===== src/rtl/bcd_stopwatch.sv =====
// bcd_stopwatch
//   Four-digit BCD stopwatch (SS.hh, 00.00 .. 99.99) advanced by a prescaled
//   hundredth-second tick. The digits feed a four-digit seven-segment
//   multiplexer directly: dig0 is the rightmost (hundredths) digit.
//
// Parameters
//   TICK_DIV  clk cycles per hundredth tick (>= 2)
//   WRAP      1: 99.99 rolls to 00.00 and keeps running
//             0: saturate at 99.99, pause, set the sticky overflow flag
//
// Ports
//   clk        system clock
//   rst_n      asynchronous active-low reset
//   btn_start  start/stop toggle button (debounced level, asynchronous)
//   btn_clear  clear button (debounced level, asynchronous)
//   btn_lap    lap display freeze toggle (debounced level, asynchronous)
//   dig0..dig3 displayed BCD digits (hundredths, tenths, s units, s tens)
//   running    1 while in RUNNING
//   lap_hold   1 while the display shows the lap snapshot
//   overflow   sticky saturation flag (only ever set when WRAP = 0)
//   dbg_state  current FSM state (0 IDLE, 1 RUNNING, 2 PAUSED)
//
// Buttons: each goes through a 2-flop synchronizer and a previous-value
// register; a press is the one-cycle rising edge of the synchronized level.
// Coincident presses resolve as clear > start > lap.

module bcd_stopwatch #(
  parameter int TICK_DIV = 1_000_000,
  parameter bit WRAP     = 1'b1
) (
  input  logic       clk,
  input  logic       rst_n,
  input  logic       btn_start,
  input  logic       btn_clear,
  input  logic       btn_lap,
  output logic [3:0] dig0,
  output logic [3:0] dig1,
  output logic [3:0] dig2,
  output logic [3:0] dig3,
  output logic       running,
  output logic       lap_hold,
  output logic       overflow,
  output logic [1:0] dbg_state
);

  localparam int PW = (TICK_DIV > 2) ? $clog2(TICK_DIV) : 1;
  localparam logic [PW-1:0] PRESC_MAX = PW'(TICK_DIV - 1);

  typedef enum logic [1:0] {
    S_IDLE    = 2'd0,
    S_RUNNING = 2'd1,
    S_PAUSED  = 2'd2
  } state_t;

  state_t state;

  // Bit order in all button vectors: {lap, clear, start}
  logic [2:0] btn_raw;
  logic [2:0] sync1;
  logic [2:0] sync2;
  logic [2:0] prev;
  logic [2:0] pulse;

  logic [PW-1:0] presc;
  logic [15:0]   count;
  logic [15:0]   snap;
  logic [15:0]   count_inc;
  logic          tick;
  logic          at_max;
  logic          start_p;
  logic          clear_p;
  logic          lap_p;

  assign btn_raw = {btn_lap, btn_clear, btn_start};

  always_ff @(posedge clk or negedge rst_n) begin
    if (!rst_n) begin
      sync1 <= '0;
      sync2 <= '0;
      prev  <= '0;
    end else begin
      sync1 <= btn_raw;
      sync2 <= sync1;
      prev  <= sync2;
    end
  end

  assign pulse   = sync2 & ~prev;
  assign start_p = pulse[0];
  assign clear_p = pulse[1];
  assign lap_p   = pulse[2];

  assign tick   = (state == S_RUNNING) && (presc == PRESC_MAX);
  assign at_max = (count == 16'h9999);

  // BCD ripple increment. A digit at 9 (or, defensively, any value above 9)
  // returns to 0 and passes the carry on, so digits can never leave 0..9.
  always_comb begin
    logic carry;
    count_inc = count;
    carry     = 1'b1;
    for (int i = 0; i < 4; i++) begin
      if (carry) begin
        if (count[4*i +: 4] >= 4'd9) begin
          count_inc[4*i +: 4] = 4'd0;
        end else begin
          count_inc[4*i +: 4] = count[4*i +: 4] + 4'd1;
          carry = 1'b0;
        end
      end
    end
  end

  always_ff @(posedge clk or negedge rst_n) begin
    if (!rst_n) begin
      state    <= S_IDLE;
      presc    <= '0;
      count    <= '0;
      snap     <= '0;
      lap_hold <= 1'b0;
      overflow <= 1'b0;
    end else if (clear_p) begin
      // Clear overrides everything else in the same cycle, including a tick.
      state    <= S_IDLE;
      presc    <= '0;
      count    <= '0;
      snap     <= '0;
      lap_hold <= 1'b0;
      overflow <= 1'b0;
    end else begin
      // The prescaler only moves while RUNNING, so a pause keeps the partial
      // tick and a resume finishes it.
      if (state == S_RUNNING) begin
        presc <= tick ? '0 : presc + 1'b1;
      end

      if (tick) begin
        if (at_max) begin
          if (WRAP) begin
            count <= '0;
          end else begin
            state    <= S_PAUSED;
            overflow <= 1'b1;
          end
        end else begin
          count <= count_inc;
        end
      end

      // A start press in the tick cycle still lets the increment above land;
      // both resulting state changes agree on PAUSED when they collide.
      if (start_p) begin
        case (state)
          S_IDLE:    state <= S_RUNNING;
          S_RUNNING: state <= S_PAUSED;
          S_PAUSED:  if (!overflow) state <= S_RUNNING;
          default:   state <= S_IDLE;
        endcase
      end else if (lap_p && (state != S_IDLE)) begin
        if (lap_hold) begin
          lap_hold <= 1'b0;
        end else begin
          snap     <= count;
          lap_hold <= 1'b1;
        end
      end
    end
  end

  assign dig0      = lap_hold ? snap[3:0]   : count[3:0];
  assign dig1      = lap_hold ? snap[7:4]   : count[7:4];
  assign dig2      = lap_hold ? snap[11:8]  : count[11:8];
  assign dig3      = lap_hold ? snap[15:12] : count[15:12];
  assign running   = (state == S_RUNNING);
  assign dbg_state = state;

endmodule

===== config.mk =====
export PLATFORM = sky130hd
export DESIGN_NAME = bcd_stopwatch
export DESIGN_NICKNAME = d
export VERILOG_FILES = /design/src/rtl/bcd_stopwatch.sv
export SDC_FILE = /design/constraint.sdc
export NUM_CORES = 1
export LEC_CHECK = 0
export ABC_AREA = 1
export CAP_MARGIN = 20
export CORE_MARGIN = 2
export CORE_UTILIZATION = 55
export DETAILED_ROUTE_END_ITERATION = 8
export PLACE_DENSITY = 0.77
export SLEW_MARGIN = 0
export SYNTH_ARGS = -nofsm -noshare
export SYNTH_HDL_FRONTEND = slang
export SYNTH_SLANG_ARGS = --single-unit

===== constraint.sdc =====
create_clock -name clk -period 1.9 [get_ports clk]
set_input_delay 0.19 -clock clk [delete_from_list [all_inputs] [get_ports clk]]
set_output_delay 0.19 -clock clk [all_outputs]
set_load 0.005 [all_outputs]

==> results.md <==
- CTS tree: done
- GRT Util Overall: 0.224
- Max_cap viols: 0
- Worst Path Buf+Inv: 2
- Avg Cell Area, Syn: just over 8 µm²
- Power density over cell area: 958 mW/mm²
- Synth top area share: 0.435
- Reg2reg start: count[4]
- Critical Path End Type: primary output
- Most used DFF post-synth: dfrtp_1
- Top cells by area, synth: dfrtp_1, nand2_1, inv_1, nand3_1, ha_1
- Max-slew headroom: 0.420
- Static leakage: 1.95 nW
- Crit-path slowest cell: clkdlybuf4s50_1
- DIE AREA: approximately 0.0074 mm²
- Startpoint types: flop
- Worst Tran Pin Value: 0.871 ns
- Final Hold Viols: 0
- Wire length per cell: ~13 µm
- Post-route ant nets: 0
- Routed vias: approximately 3,000
- Setup TNS: 0 ns
- Remaining global-route overflow: 0
- CP cell instances: buf_12 -> o21ai_0 -> clkdlybuf4s50_1
- WS Path Type: reg -> out
- Tmin final: approximately 1.8 ns
- Top Ports: 26
- Most common cell in the synthesized netlist: nand2_1
- CTS Sinks: 64
- Unrepaired setup endpoints after global routing: false
- Post-DP HPWL: around 5100 µm
- Fillcell total: ~500
- HP Start: btn_start
- Largest net degree at the start of global routing: 65
- CTS Buf Count: 9
- Pre-antenna DRT Iters: 7
- Layout Utilization: 0.663
- Outcome: complete, but fails checks
- Type of the worst min-delay path: in -> reg
- Setup Skew: 0.0103 ns
- Most instantiated cells after synthesis: nand2_1, dfrtp_1, inv_1
- # DRC: 2
- Gate count after technology mapping: between 400 and 500
- Setup WS post-layout: around 0.073 ns
- First-pass GRT wire length: 13,100 µm
- CTS root buf: clkbuf_8
- Row count: 29
- Post-synthesis async set-or-reset flop share: 1.00
- Register bit total from synthesis: 64
- Initial antenna violation count: 0
- Worst vdd ir: between 0.7 and 0.8 mV
- Failing checks: design-rule violations
- CTS max path bufs: 2
- Register area share after synthesis: 0.435
- Nets@finish: ~510
- Drt total wl: 7330 µm
- Slew Limit Fails: 0
- Gpl congestion: roughly 0.84
- CP Data Arrival Time: roughly 1.6 ns
- Crit share post-route: 0.962
- Netlist cell types: 34
- Critical Path Start: lap_hold
- Die Width: 85.9 µm
- Clock Pin Slew Worst Setup and Hold Paths: 0.08 ns
- Layout cells sized above 1: 0.133
- Worst EP required: between 1.5 and 2 ns
- Worst-Skew Late Latency: ~0.34 ns
- Initial Util: 0.574
- Iter 0 DRT Violations: roughly 110
- DR vias/cell: between 5 and 6
- Fmax: roughly 550 MHz
- Crit path largest cell delay: roughly 0.52 ns
- Number of global-route vias before repair: approximately 2,800
- Die Y: roughly 86 µm
- Cell accounting for the most synthesized area: dfrtp_1
- H-tree depth: 3
- Synth Cell Area: ~0.0037 mm²
- Syn nets: 476
- Core Area: 0.00642 mm²
- Fin Hold WS: approximately 0.28 ns
- Dpl ws: between 0.15 and 0.2 ns
- Number of enable flip-flop cells after synthesis: 0
- Area grow syn2layout: 15.5%
- Cell family with most CP delay: buffers and inverters
- Port Buffer Count: 24
- Synth warnings: 0
- Setup violators final: 0
- CP max FO: 33
- ANT cells: 0
[per-stage QoR]
stage               cell area (µm²)  cells  power (mW)
CTS                            4220    570        4.08
detailed placement             4000    552        2.87
global route                   4260    572        4.35
floorplan                      3680    458        2.42
global placement               4000    552        2.84
finish                         4260    572        4.08
[cell families after synthesis]
kind of cell	after synthesis	share of synthesized area
AND/OR/NAND/NOR	229	0.285
buffers and inverters	79	0.0913
flip-flops	64	0.435
AO/OA/AOI/OAI	57	0.108
XOR/XNOR	15	0.0357
adder cells (fa/ha/maj)	13	0.0441
other	1	0.00102
[worst register-to-register path, cell delays in order, from the launching register on]
cell and delay (ns):
dfrtp_1 0.48, inv_1 0.12, ha_1 0.24, a31oi_4 0.26, nand2_1 0.08, nand2_1 0.18
nand2_1 0.14, nand2_1 0.09, nand2_1 0.05
[state kept, by name (all words and copies together) (netlist names)]
signal,cells
dbg_state,2
count,16
snap,16
sync2,3
lap_hold,1
prev,3
presc,20
sync1,3
[cell usage in the layout, fill, tap and decap left out, types with 4 or more instances in the layout]
cell type	count
nand2_1	115
nor2_2	5
o22ai_2	9
buf_4	7
nor2_1	33
o21ai_0	18
nand3_1	42
nor2_4	4
xor2_1	8
a21oi_1	5
ha_1	13
inv_2	5
dfrtp_1	63
nand2_2	6
clkdlybuf4s50_1	21
xnor2_1	7
o21ai_1	13
inv_1	61
clkbuf_8	9
nor3_1	12
o22ai_1	7
[per-layer routing]
metal / routed length [µm] / vias up / global-route usage
met5: 0 / - / 0
met4: 129 / 0 / 0.0794
met3: 263 / 13 / 0.0423
met2: 3510 / 58 / 0.355
met1: 3430 / 1420 / 0.310
li1: - / 1526 / -
[timing repair]
action / CTS / global route
endpoints found under the hold margin: 64 / 0
gates resized for setup: 2 / 9
hold buffers: 1 / 0
setup buffers: 1 / 2
endpoints found under the setup margin: 5 / 14
[path summary, 6_finish.rpt]
| kind | end | slack, ns | cells past startpoint |
|---|---|---|---|
| worst min register to register | sync2[2] | 0.35 | 0 |
| worst max-delay path | dig1[3] | 0.07 | 3 |
| worst max register to register | count[9] | 0.15 | 8 |
| min in group asynchronous | snap[12] | 0.38 | 3 |
| max in group asynchronous | lap_hold | 1.23 | 3 |
| worst min-delay path | sync1[0] | 0.28 | 1 |
[report_power, final]
part           internal (mW)  switching [mW]  leakage (nW)
Clock                  0.619           0.573         0.101
Sequential              1.55           0.188         0.850
Combinational          0.540           0.611         0.997
[final cells by class]
| cell class | count | area [µm²] | area share |
|---|---|---|---|
| clock buffers | 9 | 124 | 0.0291 |
| clock inverters | 7 | 77.6 | 0.0182 |
| inverters | 66 | 248 | 0.0582 |
| multi-input cells | 315 | 1760 | 0.415 |
| flip-flops and latches | 64 | 1600 | 0.377 |
| well taps | 77 | 96.3 | 0.0226 |
| repair buffers | 34 | 343 | 0.0806 |
No activity file was read; power rests on OpenSTA's default activity.
